$ cat config.mk
export PLATFORM = sky130hd
export DESIGN_NAME = if_fetch_stage_flat
export DESIGN_NICKNAME = d
export VERILOG_FILES = /design/src/rtl/if_fetch_stage_if.sv /design/src/rtl/if_fetch_stage.sv /design/src/flat_wrapper.sv
export SDC_FILE = /design/constraint.sdc
export NUM_CORES = 1
export LEC_CHECK = 0
export CAP_MARGIN = 20
export CORE_MARGIN = 2
export CORE_UTILIZATION = 49
export DETAILED_ROUTE_END_ITERATION = 7
export GPL_TIMING_DRIVEN = 0
export PLACE_DENSITY_LB_ADDON = 0.3
export SLEW_MARGIN = 20
export SYNTH_ARGS = -nofsm -noshare
export SYNTH_HDL_FRONTEND = slang
export SYNTH_SLANG_ARGS = --single-unit
$ cat constraint.sdc
create_clock -name clk -period 3.7 [get_ports clk]
set_clock_uncertainty 0.2 [all_clocks]
set_input_delay 0.74 -clock clk [delete_from_list [all_inputs] [get_ports clk]]
set_output_delay 0.74 -clock clk [all_outputs]
set_load 0.02 [all_outputs]
$ cat src/rtl/if_fetch_stage_if.sv
// Bus between the instruction-fetch stage and its neighbours: hazard/EX
// control in, instruction-memory port, and the IF/ID register out.
// Optional feature macro: IF_ALIGN_CHECK_EN adds if_id_misalign.
interface if_fetch_stage_if #(
  parameter int ADDR_W = 14
);
  // Control from hazard unit and EX
  logic              stall;
  logic              redirect;
  logic [31:0]       redirect_pc;
  // Instruction memory port (combinational read)
  logic              IM_read;
  logic [ADDR_W-1:0] IM_addr;
  logic [31:0]       IM_out;
  // IF/ID pipeline register
  logic [31:0]       if_id_pc;
  logic [31:0]       if_id_inst;
  logic              if_id_valid;
`ifdef IF_ALIGN_CHECK_EN
  logic              if_id_misalign;
`endif

  // The fetch stage drives the IM request and the IF/ID register
  modport master (
    input  stall, redirect, redirect_pc, IM_out,
    output IM_read, IM_addr, if_id_pc, if_id_inst, if_id_valid
`ifdef IF_ALIGN_CHECK_EN
    , output if_id_misalign
`endif
  );

  // Surrounding pipeline: hazard unit, EX, IM and decode
  modport slave (
    output stall, redirect, redirect_pc, IM_out,
    input  IM_read, IM_addr, if_id_pc, if_id_inst, if_id_valid
`ifdef IF_ALIGN_CHECK_EN
    , input if_id_misalign
`endif
  );
endinterface

$ cat src/rtl/if_fetch_stage.sv
// Instruction-fetch stage: program counter, combinational IM request and
// the IF/ID pipeline register. Redirect beats stall; both beat nothing but
// reset. Reset is synchronous, active-low.
// Optional feature macro: IF_ALIGN_CHECK_EN (unaligned redirect targets are
// kept and flagged on if_id_misalign instead of being forced to a word).
module if_fetch_stage #(
  parameter int          ADDR_W   = 14,
  parameter logic [31:0] RESET_PC = 32'h0000_0000
) (
  input logic            clk,
  input logic            rst,
  if_fetch_stage_if.master bus
);

  logic [31:0] pc;
  logic [31:0] redirect_target;

  // Redirect target: raw when misalignment is tracked, word-aligned otherwise
  always_comb begin
`ifdef IF_ALIGN_CHECK_EN
    redirect_target = bus.redirect_pc;
`else
    redirect_target = bus.redirect_pc & 32'hFFFF_FFFC;
`endif
  end

  // IM request: address follows pc; no read while reset, stalled or redirected
  assign bus.IM_addr = pc[ADDR_W+1:2];
  assign bus.IM_read = rst & ~bus.stall & ~bus.redirect;

  // PC and IF/ID update: reset > redirect > stall > sequential fetch
  // NOTE: non-blocking assignments keep every register reading the
  // pre-edge values of the others, so pc and if_id_pc stay one apart.
  always_ff @(posedge clk) begin
    if (!rst) begin
      pc              <= RESET_PC;
      bus.if_id_pc    <= '0;
      bus.if_id_inst  <= '0;
      bus.if_id_valid <= 1'b0;
`ifdef IF_ALIGN_CHECK_EN
      bus.if_id_misalign <= 1'b0;
`endif
    end else if (bus.redirect) begin
      // The in-flight fetch is killed and becomes the single bubble
      pc              <= redirect_target;
      bus.if_id_pc    <= '0;
      bus.if_id_inst  <= '0;
      bus.if_id_valid <= 1'b0;
`ifdef IF_ALIGN_CHECK_EN
      bus.if_id_misalign <= 1'b0;
`endif
    end else if (!bus.stall) begin
      // Stall simply skips this branch, so everything holds
      pc              <= pc + 32'd4;
      bus.if_id_pc    <= pc;
      bus.if_id_inst  <= bus.IM_out;
      bus.if_id_valid <= 1'b1;
`ifdef IF_ALIGN_CHECK_EN
      bus.if_id_misalign <= (pc[1:0] != 2'b00);
`endif
    end
  end

endmodule

$ cat src/flat_wrapper.sv
// flat-port wrapper written by rule: the top's interface ports become plain ports
module if_fetch_stage_flat 
#(
  parameter int          ADDR_W   = 14,
  parameter logic [31:0] RESET_PC = 32'h0000_0000
)
  (clk, rst, bus_stall, bus_redirect, bus_redirect_pc, bus_IM_out, bus_IM_read, bus_IM_addr, bus_if_id_pc, bus_if_id_inst, bus_if_id_valid);
  if_fetch_stage_if #(.ADDR_W(ADDR_W)) bus_i ();
  input logic clk;
  input logic rst;
  input wire logic [$bits(bus_i.stall)-1:0] bus_stall;
  input wire logic [$bits(bus_i.redirect)-1:0] bus_redirect;
  input wire logic [$bits(bus_i.redirect_pc)-1:0] bus_redirect_pc;
  input wire logic [$bits(bus_i.IM_out)-1:0] bus_IM_out;
  output wire logic [$bits(bus_i.IM_read)-1:0] bus_IM_read;
  output wire logic [$bits(bus_i.IM_addr)-1:0] bus_IM_addr;
  output wire logic [$bits(bus_i.if_id_pc)-1:0] bus_if_id_pc;
  output wire logic [$bits(bus_i.if_id_inst)-1:0] bus_if_id_inst;
  output wire logic [$bits(bus_i.if_id_valid)-1:0] bus_if_id_valid;
  assign bus_i.stall = bus_stall;
  assign bus_i.redirect = bus_redirect;
  assign bus_i.redirect_pc = bus_redirect_pc;
  assign bus_i.IM_out = bus_IM_out;
  assign bus_IM_read = bus_i.IM_read;
  assign bus_IM_addr = bus_i.IM_addr;
  assign bus_if_id_pc = bus_i.if_id_pc;
  assign bus_if_id_inst = bus_i.if_id_inst;
  assign bus_if_id_valid = bus_i.if_id_valid;
  if_fetch_stage #(.ADDR_W(ADDR_W), .RESET_PC(RESET_PC)) u_core (.clk(clk), .rst(rst), .bus(bus_i));
endmodule
==> results.yml <==
cts:
  cts.sinks: 93
  cts_tree: "yes"
  clock_latency_ns: 0.36
  cts_made_buffers: 9
  h-tree-depth: 3
  cts.clk_slew.worst_paths_ns: 0.10
  clockBufferDepth: 2
  cts-root-buf: "clkbuf_8"
  hold_buffers: 0
power_and_ir_drop:
  clockPowerShare_pct: 34.2
  seqPwrFrac_pct: 49.6
  ir_drop_uv: 214.4
  p_int_mw: 1.616
  leakagePower_nw: 2.395
  p_sw_uw: 577.2
  sw_frac_of_total_pct: 26.32
  power_frac_comb_pct: 16.2
  powerDensity_nw_per_um2: 365.0
timing:
  fmax_ghz: 0.2918
  hold_violations: 0
  worstMarginPinSlew_ns: 0.9114
  holdWs_ns: 0.2702
  setup_viol: 0
  final.period_utilization_pct: 92.64
  min_period_ns: 3.428
  final.setup.tns_ns: 0
  timing.slew.headroom_pct: 38.77
  grt_setup_unrepaired: "no"
  final_max_slew_viol_count: 0
final_layout:
  final_common_cell: "clkdlybuf4s50_1"
  final_cell_mix: "141 x clkdlybuf4s50_1, 93 x dfxtp_1, 68 x nor2_1"
  seq_area_um2: 1862
  nNetsFinal: 683
  layoutNonFillerInstCount: 724
  filler_cell_count: 673
  multiInputGateArea_um2: 2107
  n_antenna_cell: 0
  drive_gt1_share_pct: 8.562
  final_core_util_pct: 72.40
  area_delta_synth_final_pct: 41.82
critical_path:
  crit_path_end_kind: "primary output"
  cp-endpoint: "bus_IM_read"
  worstReg2RegStart: "u_core.pc[12]"
  r2r_slack_ns: 1.30
  crit_fanout: 7
  rr_endpoint: "u_core.pc[29]"
  rr_worst_depth: 5
  cp-start-kind: "primary input"
  arrival_ns: 2.49
  crit_type: "in -> out"
  startpoint: "bus_redirect"
  required_ns: 2.76
min_path:
  hold_path_class: "reg -> reg"
  min_from: "u_core.bus.if_id_valid"
floorplan:
  row_count: 33
  start_util_pct: 51.05
  die_w_um: 96.99
  die_y_um: 96.99
  die_area_um2: 9406
  pin_count: 148
  core-area_um2: 8299
place:
  gp_congestion: 0.8721
  numPortBuffers: 141
  dp_hpwl_um: 8872
  placedCellCount: 708
global_route:
  grt_pass1_wl_um: 19410
  overflow: 0
  grt_max_degree: 17
  grt_pass1_vias: 3923
  grt_usage_pct: 24.99
  antenna_found_initial: 0
routing:
  wl_per_cell_um: 16.39
  drt-pass1-iter-count: 6
  drt-total-wl_um: 11870
  vias: 4036
  via_per_inst: 5.575
  drc_errors: 0
  initialDrtViolationCount: 309
  ant_nets: 0
synth:
  ys_ff_latch: 93
  netlist_area_um2: 4237
  async_reset_ff_share_pct: 0
  synthCells: 461
  synth_cell_types: 47
  ys.flop_type: "dfxtp_1"
  syn_area_per_cell_um2: 9.190
  synth_warnings: 0
  synth-edff-count: 0
  seq_area_frac_synth_pct: 43.95
run_status:
  status: "completed"
job:
  maxCapViolCount: 0
-- power by group through the flow --
stage	clock network (mW)	logic (mW)	registers [mW]
3_5_place_dp	0	0.355	1.11
2_1_floorplan	0	0.170	1.12
6_report	0.750	0.356	1.09
3_3_place_gp	0	0.346	1.11
5_1_grt	0.801	0.381	1.09
4_1_cts	0.759	0.356	1.09
-- how the worst min path moves through the flow --
stage	depth (start not counted)	end	slack, ns
floorplan	2	u_core.bus.if_id_pc[30]	0.29
global placement	2	u_core.bus.if_id_valid	0.24
detailed placement	2	u_core.bus.if_id_valid	0.26
CTS	2	u_core.bus.if_id_valid	0.28
global route	2	u_core.bus.if_id_valid	0.30
finish	2	u_core.bus.if_id_valid	0.27
-- area by class of cell --
type	count	area share, %
Timing Repair Buffer	141	23.49
Tap cell	105	2.187
Buffer	49	4.415
Clock inverter	7	1.603
Multi-Input combinational cell	317	35.07
Sequential cell	93	30.99
Clock buffer	9	2.062
Inverter	3	0.1874
-- repair_timing --
action | 4_1_cts | 5_1_grt
endpoints found under the setup margin | 0 | 1
endpoints found under the hold margin | 0 | 0
setup buffers | 0 | 0
gates resized for setup | 0 | 1
-- worst max-delay path, stage by stage --
cell	delay, ns
clkdlybuf4s50_1	0.59
nor3b_2	0.46
clkdlybuf4s50_1	0.69
-- registers in the layout, summed over array words and instances, names as in the netlist --
signal,count
u_core.bus.if_id_pc,30
u_core.pc,30
u_core.bus.if_id_valid,1
u_core.bus.if_id_inst,32
-- stage by stage --
step	worst slack, ns	area, µm²	power, mW
after floorplan	1.079	4240	1.290
after global placement	0.03874	5783	1.452
after detailed placement	0.004379	5783	1.463
after CTS	0.005643	6003	2.201
after global routing	0.2551	6008	2.276
final	0.2724	6008	2.193
-- cell families (layout without fill, tap and decap cells) --
group,Yosys count,in the layout,share of synthesized area (%)
AND/OR/NAND/NOR,177,177,21.80
other,1,2,0.08852
buffers and inverters,52,209,6.527
multiplexers,63,63,14.88
adder cells (fa/ha/maj),1,1,0.2953
AO/OA/AOI/OAI,64,64,10.40
XOR/XNOR,10,10,2.067
flip-flops,93,93,43.95
-- metal layers --
metal / up-vias / GRT usage [%] / part of all wire (%)
met4: 0 / 8.451 / 2.6
met5: - / 0 / 0
met2: 181 / 41.03 / 49
met1: 1888 / 31.83 / 41
li1: 1933 / - / -
met3: 34 / 6.720 / 7.5
-- synth_stat cells (all sizes together) (2+ instances only) --
library cell	n	area, µm²
o311a	3	30.03
xnor2	5	43.79
and3	7	43.79
clkbuf	13	48.80
a221o	4	40.04
nand2	26	100.1
nor3	14	70.07
nor2b	4	25.02
or3	3	20.02
or4	3	26.27
and2	5	31.28
buf	36	216.5
inv	3	11.26
nand4	9	71.32
o21ai	22	110.1
nor2	68	255.2
a311oi	4	35.03
a211oi	4	30.03
o31ai	4	30.03
and4	11	96.34
o211a	5	50.05
dfxtp	93	1862
a21oi	6	30.03
nor4	7	50.05
xor2	5	43.79
a31oi	6	37.54
nand2b	5	31.28
nand3	11	67.57
mux2i	63	630.6
nor3b	2	15.01
o211ai	2	15.01
Note: power is estimated with default switching activity, not from simulation.
